### config.mk
export PLATFORM = sky130hd
export DESIGN_NAME = alu_pipe
export DESIGN_NICKNAME = d
export VERILOG_FILES = /design/src/rtl/alu_pkg.sv /design/src/rtl/alu_core.sv /design/src/rtl/alu_pipe.sv
export SDC_FILE = /design/constraint.sdc
export NUM_CORES = 1
export LEC_CHECK = 0
export ABC_AREA = 0
export ABC_CLOCK_PERIOD_IN_PS = 3000
export CORE_AREA = 2 2 79 118
export DETAILED_ROUTE_END_ITERATION = 8
export DIE_AREA = 0 0 81 120
export DONT_BUFFER_PORTS = 1
export SETUP_SLACK_MARGIN = 0.15
export SYNTH_ARGS = -nofsm -noshare
export SYNTH_HDL_FRONTEND = slang
export SYNTH_HIERARCHICAL = 1
export SYNTH_SLANG_ARGS = --single-unit
### constraint.sdc
create_clock -name clk -period 3 [get_ports clk]
set_input_delay 0.6 -clock clk [delete_from_list [all_inputs] [get_ports clk]]
set_output_delay 0.6 -clock clk [all_outputs]
set_load 0.02 [all_outputs]
### src/rtl/alu_pkg.sv
// Shared types for the pipelined ALU: opcode enum, per-result flag bundle and
// default widths.
package alu_pkg;

  localparam int DATA_W_DEF = 8;
  localparam int CNT_W_DEF  = 16;

  typedef enum logic [3:0] {
    OP_ADD  = 4'd0,
    OP_SUB  = 4'd1,
    OP_AND  = 4'd2,
    OP_OR   = 4'd3,
    OP_XOR  = 4'd4,
    OP_SHL  = 4'd5,
    OP_SHR  = 4'd6,
    OP_PASS = 4'd7
  } op_e;

  typedef struct packed {
    logic carry;
    logic zero;
    logic neg;
    logic ovf;
    logic err;
  } flags_t;

  // Codes 8..15 have no operation assigned.
  function automatic logic op_is_illegal(input logic [3:0] op);
    return op[3];
  endfunction

endpackage

### src/rtl/alu_core.sv
// Combinational ALU datapath: operands and opcode in, result and flags out.
// Sits between the operand register stage and the result register stage.
module alu_core
  import alu_pkg::*;
#(
  parameter int DATA_W = DATA_W_DEF
) (
  input  logic [DATA_W-1:0] a_i,
  input  logic [DATA_W-1:0] b_i,
  input  logic [3:0]        op_i,
  output logic [DATA_W-1:0] res_o,
  output flags_t            flags_o
);

  localparam int SHW = $clog2(DATA_W);

  logic [DATA_W:0]   sum;
  logic [DATA_W:0]   diff;
  logic [SHW-1:0]    shamt;
  logic              a_msb;
  logic              b_msb;

  assign sum   = {1'b0, a_i} + {1'b0, b_i};
  // The extra top bit of the unsigned difference is exactly the borrow (a < b).
  assign diff  = {1'b0, a_i} - {1'b0, b_i};
  assign shamt = b_i[SHW-1:0];
  assign a_msb = a_i[DATA_W-1];
  assign b_msb = b_i[DATA_W-1];

  always_comb begin
    res_o         = '0;
    flags_o       = '0;
    if (op_is_illegal(op_i)) begin
      flags_o.err = 1'b1;
    end else begin
      case (op_e'(op_i))
        OP_ADD: begin
          res_o         = sum[DATA_W-1:0];
          flags_o.carry = sum[DATA_W];
          flags_o.ovf   = (a_msb == b_msb) && (sum[DATA_W-1] != a_msb);
        end
        OP_SUB: begin
          res_o         = diff[DATA_W-1:0];
          flags_o.carry = diff[DATA_W];
          flags_o.ovf   = (a_msb != b_msb) && (diff[DATA_W-1] != a_msb);
        end
        OP_AND:  res_o = a_i & b_i;
        OP_OR:   res_o = a_i | b_i;
        OP_XOR:  res_o = a_i ^ b_i;
        OP_SHL:  res_o = a_i << shamt;
        OP_SHR:  res_o = a_i >> shamt;
        OP_PASS: res_o = a_i;
        default: res_o = '0;
      endcase
      flags_o.zero = (res_o == '0);
      flags_o.neg  = res_o[DATA_W-1];
    end
  end

endmodule

### src/rtl/alu_pipe.sv
// Two-stage pipelined ALU with valid/ready on both sides: stage 1 holds the
// operands, stage 2 holds result and flags; also counts completed outputs.
module alu_pipe
  import alu_pkg::*;
#(
  parameter int DATA_W = DATA_W_DEF,
  parameter int CNT_W  = CNT_W_DEF
) (
  input  logic              clk,
  input  logic              rstn,
  input  logic              in_valid,
  output logic              in_ready,
  input  logic [DATA_W-1:0] in_a,
  input  logic [DATA_W-1:0] in_b,
  input  logic [3:0]        in_op,
  output logic              out_valid,
  input  logic              out_ready,
  output logic [DATA_W-1:0] out_res,
  output logic              out_carry,
  output logic              out_zero,
  output logic              out_neg,
  output logic              out_ovf,
  output logic              out_err,
  output logic [CNT_W-1:0]  op_count
);

  // Handshake: a transfer happens on a rising edge where valid && ready are
  // both high; the sender holds payload stable while valid && !ready, and
  // ready may depend combinationally on the downstream ready.
  logic              s1_valid_q, s1_valid_d;
  logic [DATA_W-1:0] s1_a_q,     s1_a_d;
  logic [DATA_W-1:0] s1_b_q,     s1_b_d;
  logic [3:0]        s1_op_q,    s1_op_d;
  logic              s2_valid_q, s2_valid_d;
  logic [DATA_W-1:0] s2_res_q,   s2_res_d;
  flags_t            s2_flags_q, s2_flags_d;
  logic [CNT_W-1:0]  cnt_q,      cnt_d;

  logic              s2_adv;
  logic              s1_adv;
  logic              in_hs;
  logic              out_hs;
  logic [DATA_W-1:0] core_res;
  flags_t            core_flags;

  alu_core #(.DATA_W(DATA_W)) u_core (
    .a_i     (s1_a_q),
    .b_i     (s1_b_q),
    .op_i    (s1_op_q),
    .res_o   (core_res),
    .flags_o (core_flags)
  );

  assign s2_adv = !s2_valid_q || out_ready;
  assign s1_adv = !s1_valid_q || s2_adv;
  assign in_hs  = in_valid && s1_adv;
  assign out_hs = s2_valid_q && out_ready;

  always_comb begin
    s1_valid_d = s1_valid_q;
    s1_a_d     = s1_a_q;
    s1_b_d     = s1_b_q;
    s1_op_d    = s1_op_q;
    s2_valid_d = s2_valid_q;
    s2_res_d   = s2_res_q;
    s2_flags_d = s2_flags_q;
    cnt_d      = cnt_q;

    if (s1_adv) begin
      s1_valid_d = in_valid;
      if (in_hs) begin
        s1_a_d  = in_a;
        s1_b_d  = in_b;
        s1_op_d = in_op;
      end
    end

    // A bubble moving into stage 2 leaves the last result on the pins.
    if (s2_adv) begin
      s2_valid_d = s1_valid_q;
      if (s1_valid_q) begin
        s2_res_d   = core_res;
        s2_flags_d = core_flags;
      end
    end

    if (out_hs) begin
      cnt_d = cnt_q + CNT_W'(1);
    end
  end

  always_ff @(posedge clk or negedge rstn) begin
    if (!rstn) begin
      s1_valid_q <= 1'b0;
      s1_a_q     <= '0;
      s1_b_q     <= '0;
      s1_op_q    <= '0;
      s2_valid_q <= 1'b0;
      s2_res_q   <= '0;
      s2_flags_q <= '0;
      cnt_q      <= '0;
    end else begin
      s1_valid_q <= s1_valid_d;
      s1_a_q     <= s1_a_d;
      s1_b_q     <= s1_b_d;
      s1_op_q    <= s1_op_d;
      s2_valid_q <= s2_valid_d;
      s2_res_q   <= s2_res_d;
      s2_flags_q <= s2_flags_d;
      cnt_q      <= cnt_d;
    end
  end

  assign in_ready  = s1_adv;
  assign out_valid = s2_valid_q;
  assign out_res   = s2_res_q;
  assign out_carry = s2_flags_q.carry;
  assign out_zero  = s2_flags_q.zero;
  assign out_neg   = s2_flags_q.neg;
  assign out_ovf   = s2_flags_q.ovf;
  assign out_err   = s2_flags_q.err;
  assign op_count  = cnt_q;

endmodule

==> results.cfg, run 1 <==
[synth]
syn-instance-count = 370
ys_async_sr_fraction_pct = 100
ys_seq_area_share_pct = 33.5
synth_common_cells = dfrtp_1 (51), mux2_2 (35), ha_1 (26)
ys_ff_latch = 51
ys_types = 64
synth_top_cells_by_area = dfrtp_1 (33%), mux2_2 (10%), ha_1 (8.5%)
yosys_warnings = 6
synth_flop_cell = dfrtp_1
postSynthAreaPerCell_um2 = 10.3
synth_area_um2 = 3810
synth_enable_flop_cells = 0
synth_area_leader_cell = dfrtp_1
netlist.area_leader.share_pct = 33.5
mapped_nets = 422
post-synth-top-count-cell = dfrtp_1

[clock_tree]
clock-root-buffer = clkbuf_16
insertion_delay_ns = 0.29
cts_tree = built
cts-buffers-inserted = 5
post-cts-setup-buffers = 0
ctsLongestPathBuffers = 2
clkTransAtPathRegs_ns = 0.07
cts.sink_count = 51
cts_max_level = 2

[routing]
drt_drc_violations_left = 0
via_total_after_detailed_routing = 3007
routed_wire_length_per_instance_um = 20.3
ant_nets = 0
routed_via_density = 6.15
drt_wl_total_mm = 9.93
drt-pass1-iter-count = 4
drtIter0Drc = 279

[sta]
whs_ns = 0.148
post-route-period-util_pct = 91.2
clock_skew_ns = 0.00467
tightest_slew_ns = 0.729
report.final.setup_viol = 0
finalMaxSlewViolations = 0
grt_setup_unrepaired = true
layout_min_cycle_time_ns = 2.74
max_slew_headroom_pct = 51.4
fin_setup_tns_ns = 0
timing.final.hold_violations = 0
clock.fmax_mhz = 365

[worst_setup_path]
critPathMaxStageDelay_ns = 0.45
timing.critical_path.cells = ha_1 > fa_1 > a21o_1 > a21o_1 > a221oi_2 > o2111ai_2 > nor2_1 > nand4bb_1 > nor4_2 > mux2_2
top_fanout_value_on_the_critical_path = 7
critical_path_s_top_delay_family = compound AO/OA/AOI/OAI gates
cell_repeated_most_along_the_worst_path = a21o_1
critical_path_required_ns = 3.23
cp-end-kind = flop
worst-path-buf-inv = 0
worst_ep_arrival_time_ns = 2.97
crit_type = flop to flop
cp-start-kind = flop
cpMaxStageDelayCell = dfrtp_2

[grt]
globalRouteTotalUtil_pct = 21.6
met3_usage_pct = 3.83
total_overflow_reported_by_the_global_router = 0
grt_pass1_wl_mm = 16.0
met1_usage_pct = 24.2
grt_pass1_vias = 3122
grt_max_degree = 52
grtUsageMet2_pct = 37.4
grt_antenna_before_repair = 0
grt.busiest_layer = met2

[power_and_ir_drop]
total_leakage_power_nw = 1.82
power_per_cell_area_nw_per_um2 = 692
ir_worst_vdd_uv = 395

[die]
rows = 42
start_util_pct = 43.7
io-pin-count = 55
floorplan_die_area_um2 = 9720
die-width_um = 81
core_area_um2 = 8720
dieHeight_um = 120

[placement]
place_hpwl_mm = 7.68
gpl.final_weighted_congestion = 0.937
portBuffers = 0

[run_status]
outcome = complete, no violations

[min_path]
min-delay-path-class = input pin to asynchronous set/reset pin

[job]
max-cap-violations = 0

[final_layout]
finish.net_count = 430
syn2layout_area_growth_pct = 10.1
final_layout_size_suffix_gt1_share_pct = 24.8
antenna_cells_inserted = 0
-- flip-flops by register name, indices dropped and copies added (netlist names) --
name / count
op_count: 16
out_res: 8
s1_a_q: 8
s1_b_q: 8
s1_op_q: 4
out_carry: 1
out_err: 1
out_neg: 1
out_ovf: 1
out_valid: 1
out_zero: 1
s1_valid_q: 1
-- cell usage in the layout, fill, tap and decap left out, types with 8 or more instances in the layout --
cell type,synthesis,routed
nor2_1,18,18
dfrtp_1,51,50
mux2i_1,10,10
nand2_1,21,21
o21ai_0,9,9
ha_1,26,26
nor3_1,9,8
inv_1,22,22
mux2_2,35,35
nand3_1,9,9
xnor2_1,13,13
a22oi_1,11,11
nand2b_1,11,11
buf_4,7,17
-- metal layers --
layer | wire [um] | share of wire, %
met5 | 0 | 0
met4 | 527 | 5.3
met3 | 503 | 5.1
met2 | 5190 | 52
met1 | 3700 | 37
-- what timing repair did --
item,in CTS,in global routing
resized for setup,0,8
endpoints found under the hold margin,51,0
hold buffers,1,0
endpoints found under the setup margin,0,5
-- through the flow --
step | util, % | setup slack (ns) | cell area, um^2 | std cells | power, mW
2_1_floorplan | - | 0.506 | 3810 | 370 | 1.91
3_3_place_gp | 45.3 | 0.283 | 3950 | 480 | 2.16
5_1_grt | 48.1 | 0.109 | 4200 | 489 | 3.07
3_5_place_dp | 45.3 | 0.215 | 3950 | 480 | 2.18
4_1_cts | 47.6 | 0.177 | 4150 | 489 | 2.88
6_report | 48.1 | 0.264 | 4200 | 489 | 2.90
-- worst paths after layout --
path | from | end | slack (ns) | cells past startpoint
min | rstn | s1_b_q[3]$_DFFE_PN0P_ | 0.15 | 1
min in group clk | in_valid | s1_valid_q$_DFFE_PN0P_ | 0.43 | 1
min reg2reg | s1_valid_q$_DFFE_PN0P_ | out_valid$_DFFE_PN0P_ | 0.51 | 1
max | s1_a_q[0]$_DFFE_PN0P_ | out_zero$_DFFE_PN0P_ | 0.26 | 10
max in group asynchronous | rstn | out_res[2]$_DFFE_PN0P_ | 2.61 | 1
max reg2reg | s1_a_q[0]$_DFFE_PN0P_ | out_zero$_DFFE_PN0P_ | 0.26 | 10
-- power by group --
| part | leakage (nW) | internal [mW] | switching [mW] |
|---|---|---|---|
| sequential | 0.631 | 0.833 | 0.328 |
| combinational | 1.10 | 0.491 | 0.582 |
| clock | 0.0868 | 0.415 | 0.251 |
| total | 1.82 | 1.74 | 1.16 |
-- kinds of logic (layout without fill, tap and decap cells) --
kind of cell,count (synthesis),after routing,share of synthesized area [%]
compound gates,81,81,16.1
xor+xnor,15,15,3.45
fa+ha+maj,28,28,9.59
buf+inv,40,49,5.65
flops,51,51,33.5
mux,50,50,15.9
simple gates,105,105,15.8
-- area by class of cell --
type                    instances  area (um^2)
clock inverters                 2         35.0
flip-flops and latches         51         1280
fillers                       841         4530
repair buffers                 18          155
clock buffers                   6          139
inverters                      23         86.3
multi-input cells             279         2370
well taps                     110          138
(Power assumes the default switching activity.)
==> inputs of run 2 (changes only) <==
- TNS_END_PERCENT: not set -> 30
==> results of run 2 <==
The final DEF is identical to that of run 1; final timing and power are the same.
